[config.mk]
export PLATFORM = sky130hd
export DESIGN_NAME = top_buffer
export DESIGN_NICKNAME = d
export VERILOG_FILES = /design/src/rtl/top_buffer.sv
export SDC_FILE = /design/constraint.sdc
export NUM_CORES = 1
export LEC_CHECK = 0
export ABC_AREA = 1
export BUFFER_PORTS_ARGS = -buffer_cell sky130_fd_sc_hd__buf_2
export CAP_MARGIN = 20
export CELL_PAD_IN_SITES_DETAIL_PLACEMENT = 1
export CELL_PAD_IN_SITES_GLOBAL_PLACEMENT = 2
export CORE_MARGIN = 4
export CORE_UTILIZATION = 31
export CTS_CLUSTER_SIZE = 25
export DETAILED_ROUTE_END_ITERATION = 10
export GPL_TIMING_DRIVEN = 1
export MAX_ROUTING_LAYER = met4
export PLACE_DENSITY_LB_ADDON = 0.15
export SLEW_MARGIN = 20
export SYNTH_ARGS = -nofsm -noshare
export SYNTH_HDL_FRONTEND = slang
export SYNTH_SLANG_ARGS = --single-unit
[constraint.sdc]
create_clock -name clk -period 2.5 [get_ports clk]
set_clock_uncertainty 0.1 [all_clocks]
set_input_delay 0.125 -clock clk [delete_from_list [all_inputs] [get_ports clk]]
set_output_delay 0.125 -clock clk [all_outputs]
set_load 0.03 [all_outputs]
[src/rtl/top_buffer.sv]
`default_nettype none
// ============================================================================
// Module      : top_buffer
// Description : Code-compression fetch subsystem. Replays a dictionary-
//               compressed program from ROM, expands 4-bit tokens through a
//               token table, queues expanded instructions in a small FIFO and
//               presents one 32-bit instruction per cycle with its byte PC.
//
//               The ROM images are supplied as flat elaboration-time
//               parameters (word i at bits [i*WIDTH +: WIDTH]). This keeps the
//               block self-contained without any file access from the RTL.
//
// Ports       : clk             in  1      single clock, rising edge
//               reset           in  1      synchronous, active-high
//               PCcpu           out WIDTH  byte address of DecompressInstr
//               DecompressInstr out WIDTH  expanded instruction
//               InstrValid      out 1      outputs valid this cycle
//
// Revision    : 1.0  initial release
// ============================================================================
module top_buffer #(
    parameter int                          WIDTH       = 32,
    parameter logic [WIDTH-1:0]            PC_INC      = WIDTH'(4),
    parameter logic [3:0]                  ESC_TOKEN   = 4'b1111,
    parameter int                          BUF_DEPTH   = 4,
    parameter int                          TABLE_DEPTH = 32,
    parameter int                          PROG_DEPTH  = 77,
    // Token table image; TABLE_DEPTH must be at least 16 (4-bit index).
    parameter logic [TABLE_DEPTH*WIDTH-1:0] TOKEN_IMAGE = '0,
    // Compressed program image.
    parameter logic [PROG_DEPTH*WIDTH-1:0]  PROG_IMAGE  = '0
) (
    input  logic             clk,
    input  logic             reset,
    output logic [WIDTH-1:0] PCcpu,
    output logic [WIDTH-1:0] DecompressInstr,
    output logic             InstrValid
);

    localparam int c_NIBBLES = WIDTH / 4;
    localparam int c_CNT_W   = $clog2(c_NIBBLES + 1);
    localparam int c_ADDR_W  = $clog2(PROG_DEPTH + 1);
    localparam int c_PTR_W   = $clog2(BUF_DEPTH);
    localparam int c_FCNT_W  = $clog2(BUF_DEPTH + 1);

    // ------------------------------------------------------------------
    // State
    // ------------------------------------------------------------------
    logic [c_ADDR_W-1:0] r_addr_q, w_addr_d;   // next PROG word to read
    logic [WIDTH-1:0]    r_tok_q,  w_tok_d;    // token shift register
    logic [c_CNT_W-1:0]  r_cnt_q,  w_cnt_d;    // nibbles left (0 = empty)

    logic [WIDTH-1:0]    r_fifo_q [BUF_DEPTH];
    logic [c_PTR_W-1:0]  r_wptr_q;
    logic [c_PTR_W-1:0]  r_rptr_q;
    logic [c_FCNT_W-1:0] r_fcnt_q;

    logic [WIDTH-1:0]    r_pc_next_q;          // PC given to the next pop
    logic [WIDTH-1:0]    r_pc_q;
    logic [WIDTH-1:0]    r_instr_q;
    logic                r_valid_q;

    // ------------------------------------------------------------------
    // Combinational signals
    // ------------------------------------------------------------------
    logic [WIDTH-1:0] w_prog_word;
    logic [WIDTH-1:0] w_tab_word;
    logic [3:0]       w_nibble;
    logic             w_has_word;
    logic             w_pop;
    logic             w_room;
    logic             w_decode;
    logic             w_is_esc;
    logic             w_push;
    logic [WIDTH-1:0] w_push_data;

    assign w_nibble   = r_tok_q[WIDTH-1 -: 4];
    assign w_has_word = (r_addr_q < c_ADDR_W'(PROG_DEPTH));
    assign w_pop      = (r_fcnt_q != '0);
    // A pop in the same cycle frees a slot before the push lands.
    assign w_room     = (r_fcnt_q != c_FCNT_W'(BUF_DEPTH)) || w_pop;
    assign w_decode   = (r_cnt_q != '0) && w_room;
    assign w_is_esc   = (w_nibble == ESC_TOKEN);

    // Program ROM read port (asynchronous, indexed by r_addr_q).
    always_comb begin
        w_prog_word = '0;
        for (int i = 0; i < PROG_DEPTH; i++) begin
            if (r_addr_q == c_ADDR_W'(i)) begin
                w_prog_word = PROG_IMAGE[i*WIDTH +: WIDTH];
            end
        end
    end

    // Token table read port; only the first 16 entries are reachable.
    always_comb begin
        w_tab_word = '0;
        for (int i = 0; i < 16; i++) begin
            if (w_nibble == 4'(i)) begin
                w_tab_word = TOKEN_IMAGE[i*WIDTH +: WIDTH];
            end
        end
    end

    // Fetch / decode next-state.
    always_comb begin
        w_addr_d    = r_addr_q;
        w_tok_d     = r_tok_q;
        w_cnt_d     = r_cnt_q;
        w_push      = 1'b0;
        w_push_data = '0;

        if (w_decode) begin
            if (w_is_esc) begin
                // The word at r_addr_q is the raw instruction: push it
                // straight from the ROM port and drop the rest of the token
                // word. The following word is fetched next cycle.
                w_cnt_d = '0;
                if (w_has_word) begin
                    w_push      = 1'b1;
                    w_push_data = w_prog_word;
                    w_addr_d    = r_addr_q + c_ADDR_W'(1);
                end
            end else begin
                w_push      = 1'b1;
                w_push_data = w_tab_word;
                w_tok_d     = r_tok_q << 4;
                w_cnt_d     = r_cnt_q - c_CNT_W'(1);
            end
        end

        // Refill when empty, or while the last nibble is being consumed so
        // that the steady state sustains one instruction per cycle. An escape
        // owns the ROM port this cycle, so no refill then.
        if (w_has_word && !(w_decode && w_is_esc) &&
            ((r_cnt_q == '0) || ((r_cnt_q == c_CNT_W'(1)) && w_decode))) begin
            w_tok_d  = w_prog_word;
            w_cnt_d  = c_CNT_W'(c_NIBBLES);
            w_addr_d = r_addr_q + c_ADDR_W'(1);
        end
    end

    function automatic logic [c_PTR_W-1:0] ptr_inc(input logic [c_PTR_W-1:0] p);
        return (p == c_PTR_W'(BUF_DEPTH - 1)) ? '0 : p + c_PTR_W'(1);
    endfunction

    // ------------------------------------------------------------------
    // Control, FIFO pointers and output registers
    // ------------------------------------------------------------------
    always_ff @(posedge clk) begin
        if (reset) begin
            r_addr_q    <= '0;
            r_tok_q     <= '0;
            r_cnt_q     <= '0;
            r_wptr_q    <= '0;
            r_rptr_q    <= '0;
            r_fcnt_q    <= '0;
            r_pc_next_q <= '0;
            r_pc_q      <= '0;
            r_instr_q   <= '0;
            r_valid_q   <= 1'b0;
        end else begin
            r_addr_q <= w_addr_d;
            r_tok_q  <= w_tok_d;
            r_cnt_q  <= w_cnt_d;

            if (w_push) begin
                r_wptr_q <= ptr_inc(r_wptr_q);
            end

            if (w_pop) begin
                r_rptr_q    <= ptr_inc(r_rptr_q);
                r_instr_q   <= r_fifo_q[r_rptr_q];
                r_pc_q      <= r_pc_next_q;
                r_pc_next_q <= r_pc_next_q + PC_INC;
            end
            r_valid_q <= w_pop;

            case ({w_push, w_pop})
                2'b10:   r_fcnt_q <= r_fcnt_q + c_FCNT_W'(1);
                2'b01:   r_fcnt_q <= r_fcnt_q - c_FCNT_W'(1);
                default: r_fcnt_q <= r_fcnt_q;
            endcase
        end
    end

    // FIFO storage needs no reset: entries are only read once written.
    always_ff @(posedge clk) begin
        if (w_push) begin
            r_fifo_q[r_wptr_q] <= w_push_data;
        end
    end

    assign PCcpu           = r_pc_q;
    assign DecompressInstr = r_instr_q;
    assign InstrValid      = r_valid_q;

endmodule
`default_nettype wire

==> results of run 1 <==
power by group through the flow:
| stage | Combinational [W] | Sequential [W] | Clock, W |
|---|---|---|---|
| 2_1_floorplan | 0.00106 | 0.00213 | 0 |
| 3_3_place_gp | 0.00186 | 0.00169 | 0 |
| 3_5_place_dp | 0.00189 | 0.00170 | 0 |
| 4_1_cts | 0.00191 | 0.00168 | 0.00136 |
| 5_1_grt | 0.00206 | 0.00173 | 0.00142 |
| 6_report | 0.00187 | 0.00168 | 0.00134 |
registers in the layout (all words and copies together) (netlist names):
signal       cells
PCcpu           30
InstrValid       1
r_addr_q         7
r_pc_next_q     30
r_fcnt_q         3
r_cnt_q          4
worst max-delay path, cell delays in order, from the launching register on:
cell	delay, ns
dfxtp_1	0.36
inv_1	0.09
ha_1	0.25
nand3_2	0.13
inv_1	0.13
nand2_1	0.11
inv_1	0.06
fa_1	0.38
inv_1	0.07
nand2_1	0.06
nand2_1	0.07
nand2_1	0.04
a21oi_1	0.10
layer usage:
layer,wire length [um],up-vias
li1,-,1652
met1,5060,1511
met2,4000,64
met3,372,12
met4,182,0
met5,0,-
metrics by stage:
stage	setup WS, ns	utilization (%)	hold WS, ns	instance area, sq um	total power (W)
floorplan	0.708	-	0.0941	3950	0.00319
global placement	0.601	33.1	0.339	3990	0.00356
detailed placement	0.466	33.1	0.348	3990	0.00360
CTS	0.454	35.6	0.178	4290	0.00496
global route	0.304	35.6	0.195	4290	0.00521
finish	0.473	35.6	0.166	4290	0.00488
kinds of logic after synthesis:
kind of cell | synth area share [%]
other | 0.0981
buffers and inverters | 14.6
flip-flops | 39.3
AND/OR/NAND/NOR | 31.8
XOR/XNOR | 2.06
AO/OA/AOI/OAI | 10.4
adder cells (fa/ha/maj) | 1.83
layout by cell type, fill, tap and decap left out, types with 2 or more instances in the layout:
cell,count
a21oi_1,38
buf_2,32
buf_4,4
clkbuf_16,9
clkbuf_8,2
clkinvlp_4,2
conb_1,34
dfxtp_1,75
ha_1,4
inv_1,45
inv_2,2
nand2_1,100
nand2_2,14
nand3_1,25
nand3_2,4
nand4_1,4
nor2_1,92
nor2_2,6
nor2_4,9
nor3_1,2
o21ai_0,35
o21ai_1,5
xnor2_1,3
xor2_1,6
worst min-delay path by stage:
| stage | startpoint | end | cells after the start |
|---|---|---|---|
| after floorplan | reset | r_addr_q[6] | 1 |
| after global placement | r_addr_q[6] | r_addr_q[6] | 2 |
| after detailed placement | r_addr_q[6] | r_addr_q[6] | 2 |
| after CTS | reset | r_pc_next_q[11] | 3 |
| after global routing | reset | r_pc_next_q[23] | 3 |
| final | reset | InstrValid | 3 |
cell type report:
type,count,area share [%]
Inverter,48,4.52
Clock buffer,11,5.89
Sequential cell,75,35.0
Clock inverter,4,1.17
Timing Repair Buffer,36,4.43
Tap cell,168,4.90
Multi-Input combinational cell,389,44.1
==> reports/qor.csv, run 1 <==
metric;value;unit
crit_end;r_fcnt_q[2];
syn_inst;529;
met1_usage;19.9;%
ant_nets;0;
required;2.67;ns
synth_edf_count;0;
layout-drive-gt1-share;16.2;%
ff2ff_setup_slack;0.47;ns
start_util;31.7;%
dr.first_iter.drc_count;88;
syn-cell-area;0.00382;sq mm
multi_input_area;0.00189;sq mm
vias;3239;
synthTopCellsByArea;dfxtp_1 39%, nand2_1 9.9%, nor2_1 9.0%;
seq_area_frac_synth;39.3;%
wl;9620;um
postSynth.asyncResetShare;0;%
dp_cells;716;
r2r-end;r_fcnt_q[2];
fin_nets;566;
slew-limit-headroom;65.4;%
ys_types;34;
yosys.area.top_type;dfxtp_1;
antenna_found_initial;0;
postCtsHoldBufs;0;
ir_drop;352;uV
core;0.0121;sq mm
clkTransAtPathRegs;0.06;ns
cap_violations;0;
finalCriticalPeriod;2.03;ns
setup_viol;0;
cp-start-kind;flip-flop;
cts_root_buf;clkbuf_16;
ys_ff_latch;75;
track_usage;14.4;%
antenna_cells;0;
slew_viol_final;0;
period_share;81.1;%
end_kind;flip-flop;
hold_violations;0;
cts.sinks;75;
max_freq;493;MHz
register_area;0.00150;sq mm
avgSynthCellArea;7.23;sq um
grt_overflow_total;0;
cts_setup_buffers;0;
clockBufferDepth;2;
grt_max_degree;52;
cts_made_buffers;9;
global_route.usage.met3;3.18;%
die_x;119;um
intPower;0.00282;W
r2r_cells;12;
cts_tree;built;
route.detailed.drc;0;
dp_hpwl;6880;um
rsz0062_at_grt;false;
wl_per_cell;13.2;um
worstPathArrival;2.20;ns
leakagePower;1.87;nW
die_h;119;um
grt_busiest_layer;met2;
p_seq_share;34.3;%
crit_type;flip-flop to flip-flop;
globalplace.congestion;0.722;
firstDrtPassIters;4;
synth_most_common_cell;nand2_1;
cts-htree-levels;3;
rows;40;
vias_per_cell;4.43;
worstMarginPinSlew;0.519;ns
crit_fanout;7;
power.density;1140;mW/mm^2
synthToLayoutAreaGrowth;12.2;%
clkPwrFrac;27.4;%
grt_pass1_wl;16100;um
hp-class;input pin to flip-flop;
ios;67;
finalNonFillerCells;731;
tns;0;ns
cts_resized;0;
synth.top_cell.area_share;39.3;%
comb_power_share;38.2;%
ys.flop_type;dfxtp_1;
switching_share;42.1;%
io_buffers;32;
status;complete, no violations;
yosysWarnings;0;
r2r-start;r_cnt_q[0];
fillers;1531;
die_area;0.0142;sq mm
insertion_delay;0.34;ns
switchingPower;0.00206;W
synth_common_cells;101 x nand2_1, 92 x nor2_1, 75 x dfxtp_1;
startpoint;r_cnt_q[0];
grt_pass1_vias;3173;
grt_util_met2;20.3;%
Note: power is estimated with default switching activity, not from simulation.
==> inputs of run 2 (changes only) <==
- CORE_UTILIZATION: 31 -> 28
- clock period: 2.5 -> 1.65 ns (I/O delays scaled with it)
==> run 2 against run 1 <==
Power up 58%. Non-clock buffer count is 16 higher. Hold slack got worse by 0.044 ns. Count of clock-buffer cells in the layout up 3. Global-route usage fell by 1.1 points. Critical path type unchanged. Flip-flop and latch count unchanged. Cell count rose by 3.4%. Via count increased by 1.2%. Combinational power grew 77%. Fmax up 26%. Sequential share of layout area shrank 1.5 points. Wire length grew 2.2%.
==> reports/qor.csv, run 2 (synthesis results as in run 1) <==
metric;value;unit
globalplace.congestion;0.796;
io_buffers;32;
ant_nets;0;
clockBufferDepth;2;
cts.sinks;75;
antenna_cells;0;
finalCriticalPeriod;1.61;ns
cts-htree-levels;3;
multi_input_area;0.00197;sq mm
fillers;1667;
rsz0062_at_grt;true;
tns;0;ns
track_usage;13.3;%
synthToLayoutAreaGrowth;18.2;%
cp_slowest_stage_delay;0.51;ns
critPathTopFamily;adder cells;
cp_num_buf_inv;3;
cap_violations;0;
status;complete, no violations;
max_freq;621;MHz
cts_made_buffers;9;
dp_cells;738;
slew_viol_final;0;
layout-drive-gt1-share;22.1;%
worstPathCellList;inv_2 -> ha_4 -> nand3_4 -> inv_4 -> nand2_4 -> inv_2 -> fa_2 -> nand2_1 -> a21oi_2;
finalInstanceArea;0.00452;sq mm
core;0.0133;sq mm
vias;3278;
ir_drop;605;uV
grt_pass1_wl;16400;um
hp-class;input pin to flip-flop;
register_area;0.00151;sq mm
cts_root_buf;clkbuf_16;
fin_nets;582;
grt_overflow_total;0;
crit_slowest_cell;fa_2;
route.detailed.drc;0;
crit_fanout;2;
end_kind;flip-flop;
grt_pass1_vias;3279;
ios;67;
dp_hpwl;7220;um
cpMostUsedCell;inv_2;
die_area;0.0156;sq mm
die_x;125;um
hold_violations;0;
setup_viol;0;
leakagePower;1.97;nW
cp-start-kind;flip-flop;
vias_per_cell;4.34;
die_h;125;um
antenna_found_initial;0;
period_share;97.6;%
final_common_cell;nand2_1;
cts_tree;built;
final_cell_mix;97 x nand2_1, 89 x nor2_1, 69 x dfxtp_1;
dpl-instance-area;0.00415;sq mm
total_power;0.00770;W
postCtsHoldBufs;0;
dr.first_iter.drc_count;123;
insertion_delay;0.34;ns
wl_per_cell;13.0;um
finalNonFillerCells;756;
worstPathArrival;1.78;ns
rows;42;
clkTransAtPathRegs;0.06;ns
grt_max_degree;52;
firstDrtPassIters;4;
power.density;1700;mW/mm^2
required;1.82;ns
wl;9830;um
crit_type;flip-flop to flip-flop;
start_util;28.8;%
## run 2: cell count changes in the layout (fill, tap and decap cells not counted), sizes merged
cell / previous run / this run
buf: 36 / 52
clkbuf: 11 / 14
clkinvlp: 2 / 0
bufinv: 2 / 1
clkinv: 1 / 2
## run 2: power by group
group / switching (W) / leakage, nW / internal [W] / total, W
Clock: 0.000738 / 0.137 / 0.00110 / 0.00183
Combinational: 0.00223 / 1.22 / 0.00108 / 0.00331
Sequential: 0.000269 / 0.615 / 0.00229 / 0.00256
## run 2: per-stage QoR
| stage | utilization, % | setup WS, ns | hold slack [ns] |
|---|---|---|---|
| final | 34.0 | 0.0397 | 0.122 |
| after global routing | 34.0 | -0.0155 | 0.146 |
| after CTS | 33.4 | 0.00503 | 0.131 |
| after detailed placement | 31.2 | -0.0146 | 0.357 |
| after global placement | 31.2 | 0.0165 | 0.340 |
| after floorplan | - | -0.0495 | 0.0516 |
## run 2: path summary, 6_finish.rpt
kind,from,endpoint,slack [ns],cells past startpoint
max reg2reg,r_cnt_q[1],r_fcnt_q[1],0.04,9
max,r_cnt_q[1],r_fcnt_q[1],0.04,9
min,reset,r_fcnt_q[1],0.12,3
min reg2reg,r_addr_q[6],r_addr_q[6],0.36,2
## run 2: layer usage
| layer | vias to the layer above | GRT usage, % | routed length (um) |
|---|---|---|---|
| met1 | 1527 | 16.8 | 4700 |
| met2 | 47 | 20.4 | 4510 |
| met5 | - | - | 0 |
| met3 | 12 | 3.90 | 425 |
| li1 | 1692 | - | - |
| met4 | 0 | 4.91 | 189 |
## run 2: repair_timing
action | CTS | global route
pin swaps | 1 | 7
setup endpoints to repair | 3 | 27
resized for setup | 4 | 22
buffers inserted | 0 | 2
## run 2: area by class of cell
| type | count | area share [%] |
|---|---|---|
| Multi-Input combinational cell | 389 | 43.7 |
| Sequential cell | 75 | 33.5 |
| Timing Repair Buffer | 52 | 7.50 |
| Clock buffer | 14 | 5.84 |
| Tap cell | 176 | 4.87 |
| Inverter | 48 | 4.40 |
| Clock inverter | 2 | 0.221 |
## run 2: tightest hold or removal path: stages
cell and delay (ns):
buf_2 0.09, buf_4 0.29, a21oi_2 0.05
